===== src/rtl/launch_arbiter.sv =====
// launch_arbiter: round-robin grant of three rocket launchers driven by sector
// radars, with per-launcher ammunition counters, reload handling, a post-launch
// cooldown and a sticky fault flag on a missing fire acknowledge.
module launch_arbiter #(
    parameter int MAX_AMMO    = 29,
    parameter int COOLDOWN    = 8,
    parameter int ACK_TIMEOUT = 16
) (
    input  logic       clock,
    input  logic       reset_n,
    input  logic       radar_1,
    input  logic       radar_2,
    input  logic       radar_3,
    input  logic       reload_en,
    input  logic [1:0] reload_sel,
    input  logic [4:0] reload_value,
    input  logic       fire_ack,
    output logic       fire_req,
    output logic [1:0] fire_sel,
    output logic [4:0] ammunition_1,
    output logic [4:0] ammunition_2,
    output logic [4:0] ammunition_3,
    output logic       busy,
    output logic       fault
);

    typedef enum logic [1:0] {
        IDLE  = 2'd0,
        GRANT = 2'd1,
        COOL  = 2'd2
    } state_t;

    localparam logic [5:0] MAX_AMMO_6 = 6'(MAX_AMMO);
    localparam logic [7:0] COOL_LAST  = 8'(COOLDOWN - 1);
    localparam logic [7:0] WAIT_LAST  = 8'(ACK_TIMEOUT - 1);

    state_t         state;
    state_t         state_next;
    logic [3:1][4:0] ammo;
    logic [1:0]     last_grant;
    logic [7:0]     wait_cnt;
    logic [7:0]     cool_cnt;

    logic [3:1]     eligible;
    logic           reload_accept;
    logic [1:0]     pick;
    logic           launch_done;
    logic           ack_timeout;

    // Saturating add through a 6-bit intermediate so 31+31 cannot wrap.
    function automatic logic [4:0] sat_add(input logic [4:0] a, input logic [4:0] b);
        logic [5:0] sum;
        sum = {1'b0, a} + {1'b0, b};
        return (sum > MAX_AMMO_6) ? MAX_AMMO_6[4:0] : sum[4:0];
    endfunction

    assign ammunition_1 = ammo[1];
    assign ammunition_2 = ammo[2];
    assign ammunition_3 = ammo[3];

    assign eligible[1] = radar_1 && (ammo[1] != 5'd0);
    assign eligible[2] = radar_2 && (ammo[2] != 5'd0);
    assign eligible[3] = radar_3 && (ammo[3] != 5'd0);

    assign reload_accept = (state == IDLE) && reload_en && (reload_sel != 2'd0);

    // Round-robin pick: scan the launchers starting after the last one granted.
    always_comb begin
        logic [1:0] cand;
        // NOTE: every comb output gets a default before any branch, so no latch is inferred.
        pick = 2'd0;
        cand = last_grant;
        for (int k = 0; k < 3; k++) begin
            cand = (cand == 2'd3) ? 2'd1 : cand + 2'd1;
            if (pick == 2'd0 && eligible[cand]) begin
                pick = cand;
            end
        end
    end

    // Next-state logic and the launch / timeout events.
    always_comb begin
        state_next  = state;
        launch_done = 1'b0;
        ack_timeout = 1'b0;
        case (state)
            IDLE: begin
                // A reload in the same cycle wins; arbitration retries with the new counts.
                if (!reload_accept && pick != 2'd0) begin
                    state_next = GRANT;
                end
            end
            GRANT: begin
                if (fire_ack) begin
                    launch_done = 1'b1;
                    state_next  = COOL;
                end else if (wait_cnt == WAIT_LAST) begin
                    ack_timeout = 1'b1;
                    state_next  = IDLE;
                end
            end
            COOL: begin
                if (cool_cnt == COOL_LAST) begin
                    state_next = IDLE;
                end
            end
            default: state_next = IDLE;
        endcase
    end

    // State register, registered outputs, round-robin pointer and cycle counters.
    always_ff @(posedge clock or negedge reset_n) begin
        if (!reset_n) begin
            state      <= IDLE;
            fire_req   <= 1'b0;
            fire_sel   <= 2'd0;
            busy       <= 1'b0;
            fault      <= 1'b0;
            last_grant <= 2'd3;
            wait_cnt   <= 8'd0;
            cool_cnt   <= 8'd0;
        end else begin
            // NOTE: state and counters use non-blocking assignments so every flop sees pre-edge values.
            state    <= state_next;
            fire_req <= (state_next == GRANT);
            busy     <= (state_next != IDLE);
            fault    <= fault | ack_timeout;

            // fire_sel is also the granted index; it is held for the whole GRANT stay.
            if (state == IDLE && state_next == GRANT) begin
                fire_sel <= pick;
            end else if (state_next != GRANT) begin
                fire_sel <= 2'd0;
            end

            if (launch_done || ack_timeout) begin
                last_grant <= fire_sel;
            end

            if (state == GRANT && !fire_ack && !ack_timeout) begin
                wait_cnt <= wait_cnt + 8'd1;
            end else begin
                wait_cnt <= 8'd0;
            end

            if (state == COOL && state_next == COOL) begin
                cool_cnt <= cool_cnt + 8'd1;
            end else begin
                cool_cnt <= 8'd0;
            end
        end
    end

    // Ammunition counters: saturating reload in IDLE, single decrement on an acked launch.
    always_ff @(posedge clock or negedge reset_n) begin
        if (!reset_n) begin
            ammo <= '0;
        end else begin
            for (int n = 1; n <= 3; n++) begin
                if (reload_accept && reload_sel == 2'(n)) begin
                    ammo[n] <= sat_add(ammo[n], reload_value);
                end else if (launch_done && fire_sel == 2'(n) && ammo[n] != 5'd0) begin
                    ammo[n] <= ammo[n] - 5'd1;
                end
            end
        end
    end

endmodule


===== config.mk =====
export PLATFORM = sky130hd
export DESIGN_NAME = launch_arbiter
export DESIGN_NICKNAME = d
export VERILOG_FILES = /design/src/rtl/launch_arbiter.sv
export SDC_FILE = /design/constraint.sdc
export NUM_CORES = 1
export LEC_CHECK = 0
export BUFFER_PORTS_ARGS = -buffer_cell sky130_fd_sc_hd__buf_2
export CAP_MARGIN = 30
export CORE_ASPECT_RATIO = 1.25
export CORE_UTILIZATION = 55
export DETAILED_ROUTE_END_ITERATION = 12
export PLACE_DENSITY = 0.76
export SLEW_MARGIN = 40
export SYNTH_ARGS = -nofsm -noshare
export SYNTH_HDL_FRONTEND = slang
export SYNTH_SLANG_ARGS = --single-unit

===== constraint.sdc =====
create_clock -name clock -period 5.77 [get_ports clock]
set_input_delay 0.2885 -clock clock [delete_from_list [all_inputs] [get_ports clock]]
set_output_delay 0.2885 -clock clock [all_outputs]
set_load 0.05 [all_outputs]

-- Word level (Yosys, flattened, before mapping)
Cells that the tools add are included.
- input bits: 14
- register bits after elaboration: 40
- bitwise operators: 1
- equality and inequality tests: 16
- multiplexer cells: 35
- magnitude comparators: 6
- add/subtract/negate cells: 11
- reductions and logical operators: 38
- operators with widths (kind ; number):
    $mux 5 ; 9
    $mux 2 ; 12
    $logic_and 1x1->1 ; 21
    $add 5x5->6 ; 3
    $eq 2x2->1 const B ; 9
    $gt 6x5->1 const B ; 3
    $add 8x1->8 const B ; 2
    $mux 8 ; 2
    $reduce_bool 5->1 ; 3
    $sub 5x1->5 const B ; 3
    $reduce_bool 2->1 ; 7
    $lt 2x3->1 const B ; 3
    $eq 2x1->1 const B ; 4
    $eq 8x3->1 const B ; 1
    $eq 8x4->1 const B ; 1
    $mux 1 ; 8
    $add 2x1->2 const B ; 3
    $bmux 1 s2 ; 3
    $logic_not 2->1 ; 3
    $pmux 2 s3 ; 1
    $logic_not 1->1 ; 3
    $ne 2x1->1 const B ; 1
    $logic_or 1x1->1 ; 1
    $or 1x1->1 ; 1

-- Logic depth before layout (Yosys ltp)
- depth after elaboration: 18
- gate-level depth with buffers: 8

-- Worst setup path after synthesis
No wires, ideal clock.
- kind: register to register
- from: register ammo (netlist bit ammunition_3[0])
- to: register busy
- arrival time: 2.351 ns
- buffers on the path: 1
- slack: 3.278 ns
- cell stages (with the launch flop): 9
- data required time: 5.630 ns
- clock period less this slack: 2.492 ns
- cells stage by stage: dfrtp_1 -> inv_1 -> ha_1 -> or4b_1 -> buf_2 -> nor4bb_1 -> a211o_1 -> o41ai_2 -> nand4_1
- longest elaborated chain between the ends: 16
- elaborated cells on any way between the ends: 20
- those cells by class: 11 x mux; 9 x reduce/logical
- RTL lines (what ; line ; source):
    start: declaration ; 39 ; logic [3:1][4:0] ammo;
    start signal: indexed assignment ; 161 ; ammo[n] <= sat_add(ammo[n], reload_value);
    start signal: indexed assignment ; 163 ; ammo[n] <= ammo[n] - 5'd1;
    $reduce_bool 5->1 (*) ; 63 ; assign eligible[3] = radar_3 && (ammo[3] != 5'd0);
    $logic_and 1x1->1 (*) ; 63 ;
    $bmux 1 s2 ; 75 ; if (pick == 2'd0 && eligible[cand]) begin
    $mux 1 (not written as such) ; 75 ;
    $mux 2 ; 75 ;
    $logic_not 2->1 ; 75 ;
    $logic_and 1x1->1 ; 75 ;
    $mux 2 ; 75 ;
    $logic_not 2->1 ; 75 ;
    $logic_and 1x1->1 ; 75 ;
    $mux 2 (*) ; 75 ;
    $reduce_bool 2->1 (*) ; 89 ; if (!reload_accept && pick != 2'd0) begin
    $logic_and 1x1->1 (*) ; 89 ;
    $mux 2 (*) ; 89 ;
    $pmux 2 s3 (*) ; 86 ; case (state)
    $reduce_bool 2->1 (*) ; 126 ; busy <= (state_next != IDLE);
    end signal: assignment ; 126 ;
    end: declaration ; 23 ; output logic busy,
Mark *: on every way between the ends. The rest lies on a longest branch, timed or not. The select of a mux whose other input is x is not followed.
A chain may end at the register's enable or synchronous reset.

-- Worst setup path in the final report
- from: register ammo (netlist bit ammunition_3[1])
- to: register busy
Same word-level chain as after synthesis.

==> results by group <==
Synth
  – Synth Flop Type: dfrtp_1
  – FFs w/ async S/R, synth: 100.0%
  – Cell taking the most area after synthesis: dfrtp_1
  – Avg Inst Size Synth: 9.617 µm²
  – Mapped Cells: 287
  – Synthesis Warnings: 0
  – Sequential share of the synthesized area: 36.36%
  – Synth Register Bits: 40
  – Top-area cell type share of the netlist area: 34.45%
  – Post-Syn Area: ~2800 µm²
  – Post-synth EDFFs: 0
  – Post-synth net total: around 330
  – Area contributors post-synth: dfrtp_1, ha_1, xor2_1, xnor2_1, nor2_1
  – Count of cell types in the netlist: 50

Setup path
  – Crit start category: flip-flop
  – CP Data Arrival Time: 2.55 ns
  – Reg2reg start: ammunition_3[1]$_DFFE_PN0P_
  – Largest fanout on the critical path: 6
  – Crit end category: flip-flop
  – Worst Path Class, Setup: reg2reg
  – CP max stage delay: 0.53 ns
  – Slowest stage cell, crit path: or4b_1
  – CP required: 5.94 ns
  – Crit path launch: ammunition_3[1]$_DFFE_PN0P_
  – Crit-path cells: inv_1 -> ha_1 -> or4b_1 -> nor4bb_1 -> a211o_1 -> o41ai_2 -> nand4_1

Placed design
  – GP Congestion: 0.9157
  – Port Buffers: 33
  – Final HPWL DP: between 4000 and 5000 µm

Clocking
  – CTS root buf: clkbuf_8
  – Clock transition at path regs: approximately 0.080 ns
  – Clk sinks: 40
  – Total CTS buffers: 5
  – Post-CTS Setup Repair Bufs: 0
  – CTS tree: done
  – H-tree Lvls: 2
  – Clock latency on the worst-skew pair: 0.30 ns
  – Maximum root-to-sink buffer count: 2

Timing
  – Max_slew headroom: 54.38%
  – Worst Skew: about 0.0065 ns
  – Tcrit/Tclk final: 41.19%
  – F_max: 420.7 MHz
  – Crit path time final: 2.377 ns
  – Least-Margin Pin Slew: 0.6825 ns
  – Count of pins over their slew limit: 0
  – Setup violators final: 0
  – Final Hold Fails: 0
  – Unrepaired setup endpoints after global routing: no
  – Total negative slack: 0 ns

Drt
  – WL per Instance: ~15 µm
  – Post-route ant nets: 0
  – DR iter-0 viols: 162
  – Via count: around 2300
  – Drt total wl: around 5800 µm
  – DRC Markers: 0
  – Avg Vias per Cell: 5.845
  – Initial DRT Pass Iterations: 4

Outcome
  – Status: complete, no violations

Layout
  – Area grow syn2layout: 13.55%
  – Fin nets: 369
  – Share of layout cells above drive strength 1: 16.26%
  – Antenna diode count: 0
  – Layout fillers: roughly 410
  – Final Util: 65.78%

Power and ir drop
  – Worst VDD drop: between 0.3 and 0.4 mV
  – P per Cell Area: 506.1 nW/µm²
  – Leak pwr: 1.410 nW

Worst hold path
  – Worst min path class: in2reg
  – Worst Min Path Start: fire_ack

Global route
  – Largest net degree at the start of global routing: 41
  – GRT Resource Usage Total: a little under a quarter
  – Gr ovfl total: 0
  – Vias in the first global route: 2151
  – Global-route wire length before repair: a little under 10000 µm
  – Initial antenna violation count: 0

Die
  – Initial core utilization: just under 60%
  – CORE AREA: 4765 µm²
  – Die height: 81.21 µm
  – Full die area: 5308 µm²
  – Die Width: between 60 and 70 µm
  – I/O pin count: 34
  – # rows: 28

Flow run
  – Max cap viols: 0
## per-stage QoR
| stage | hold slack, ns | power [mW] | std cells | setup WS (ns) | cell area, µm² |
|---|---|---|---|---|---|
| 2_1_floorplan | -0.007091 | 1.127 | 287 | 3.278 | 2760 |
| 3_3_place_gp | 0.4409 | 1.315 | 377 | 3.464 | 2988 |
| 3_5_place_dp | 0.2932 | 1.330 | 377 | 3.405 | 2998 |
| 4_1_cts | 0.3563 | 1.590 | 386 | 3.396 | 3134 |
| 5_1_grt | 0.3858 | 1.702 | 386 | 3.269 | 3134 |
| 6_report | 0.3640 | 1.586 | 386 | 3.393 | 3134 |
## power breakdown
| part | internal, mW | switching [mW] | total (mW) |
|---|---|---|---|
| Combinational | 0.308 | 0.561 | 0.869 |
| Clock | 0.153 | 0.0963 | 0.249 |
| Sequential | 0.360 | 0.108 | 0.468 |
| Total | 0.821 | 0.765 | 1.59 |
## placed cells by master, fill, tap and decap left out, drive strengths merged, types with 3 or more instances in the layout
cell type,netlist,layout
dfrtp,38,38
buf,1,33
nor2,30,30
ha,27,27
nand2,20,20
xor2,18,18
inv,13,13
nand3,13,13
xnor2,13,13
a21oi,11,11
o21ai,8,8
a22oi,8,8
clkbuf,2,7
nor3,6,6
nor2b,6,6
and3,5,5
a211oi,5,5
a41oi,4,4
nand3b,4,4
or2,3,3
or3,3,3
nand4,3,3
a21o,3,3
a32o,3,3
fa,3,3
## critical path: cells and delay by family (launching register included)
family | cells | cell delay [ns]
AND/OR/NAND/NOR | 3 | 0.85
AO/OA/AOI/OAI | 2 | 0.70
flip-flops | 1 | 0.45
adder cells (fa/ha/maj) | 1 | 0.13
buffers and inverters | 1 | 0.11
## Yosys cell counts (4+ instances only)
cell type   n
inv_1      13
nor2b_1     6
o21ai_0     8
and3_1      5
a22oi_1     8
nand3b_1    4
nand2_1    20
ha_1       27
a211oi_1    5
xnor2_1    13
xor2_1     18
nand3_1    13
nor2_1     30
a21oi_1    11
dfrtp_1    38
nor3_1      6
a41oi_1     4
## routing by layer
metal,GRT usage [%],routed length [µm],vias up
met5,0,0,-
met4,8.913,83,0
met3,3.511,210,6
met2,42.58,2984,57
met1,28.37,2568,1070
li1,-,-,1123
## state kept, by name, summed over array words and instances (netlist names)
register	count
fire_req	1
fault	1
busy	1
wait_cnt	8
last_grant	2
ammunition_2	5
ammunition_1	5
state	2
cool_cnt	8
fire_sel	2
ammunition_3	5
## final timing paths
path	to	slack, ns	cells past startpoint
min in group asynchronous	cool_cnt[4]$_DFF_PN0_	0.50	2
max in group asynchronous	last_grant[1]$_DFFE_PN1P_	4.91	2
setup reg to reg	busy$_DFF_PN0_	3.39	7
hold reg to reg	cool_cnt[0]$_DFF_PN0_	0.46	1
hold / removal	wait_cnt[6]$_DFF_PN0_	0.36	3
setup / recovery	busy$_DFF_PN0_	3.39	7
## layout make-up
type / count / area [µm²] / share of cell area [%]
well taps: 60 / 75.07 / 2.395
inverters: 13 / 48.80 / 1.557
flip-flops and latches: 40 / 1003 / 32.02
clock buffers: 7 / 96.34 / 3.074
clock inverters: 1 / 30.03 / 0.9581
multi-input cells: 231 / 1703 / 54.33
repair buffers: 34 / 177.7 / 5.669
## timing repair
item	4_1_cts	5_1_grt
gates resized for setup	0	0
endpoints found under the hold margin	38	0
hold buffers	1	0
setup endpoints to repair	0	0
## cells by family (layout without fill, tap and decap cells)
group,after synthesis,in the layout,share of synthesized area (%)
adder cells (fa/ha/maj),30,30,14.42
buffers and inverters,16,55,2.221
multiplexers,3,3,1.179
XOR/XNOR,31,31,9.837
AO/OA/AOI/OAI,58,58,15.05
flip-flops,40,40,36.36
AND/OR/NAND/NOR,109,109,20.94
No activity file was read; power rests on OpenSTA's default activity.
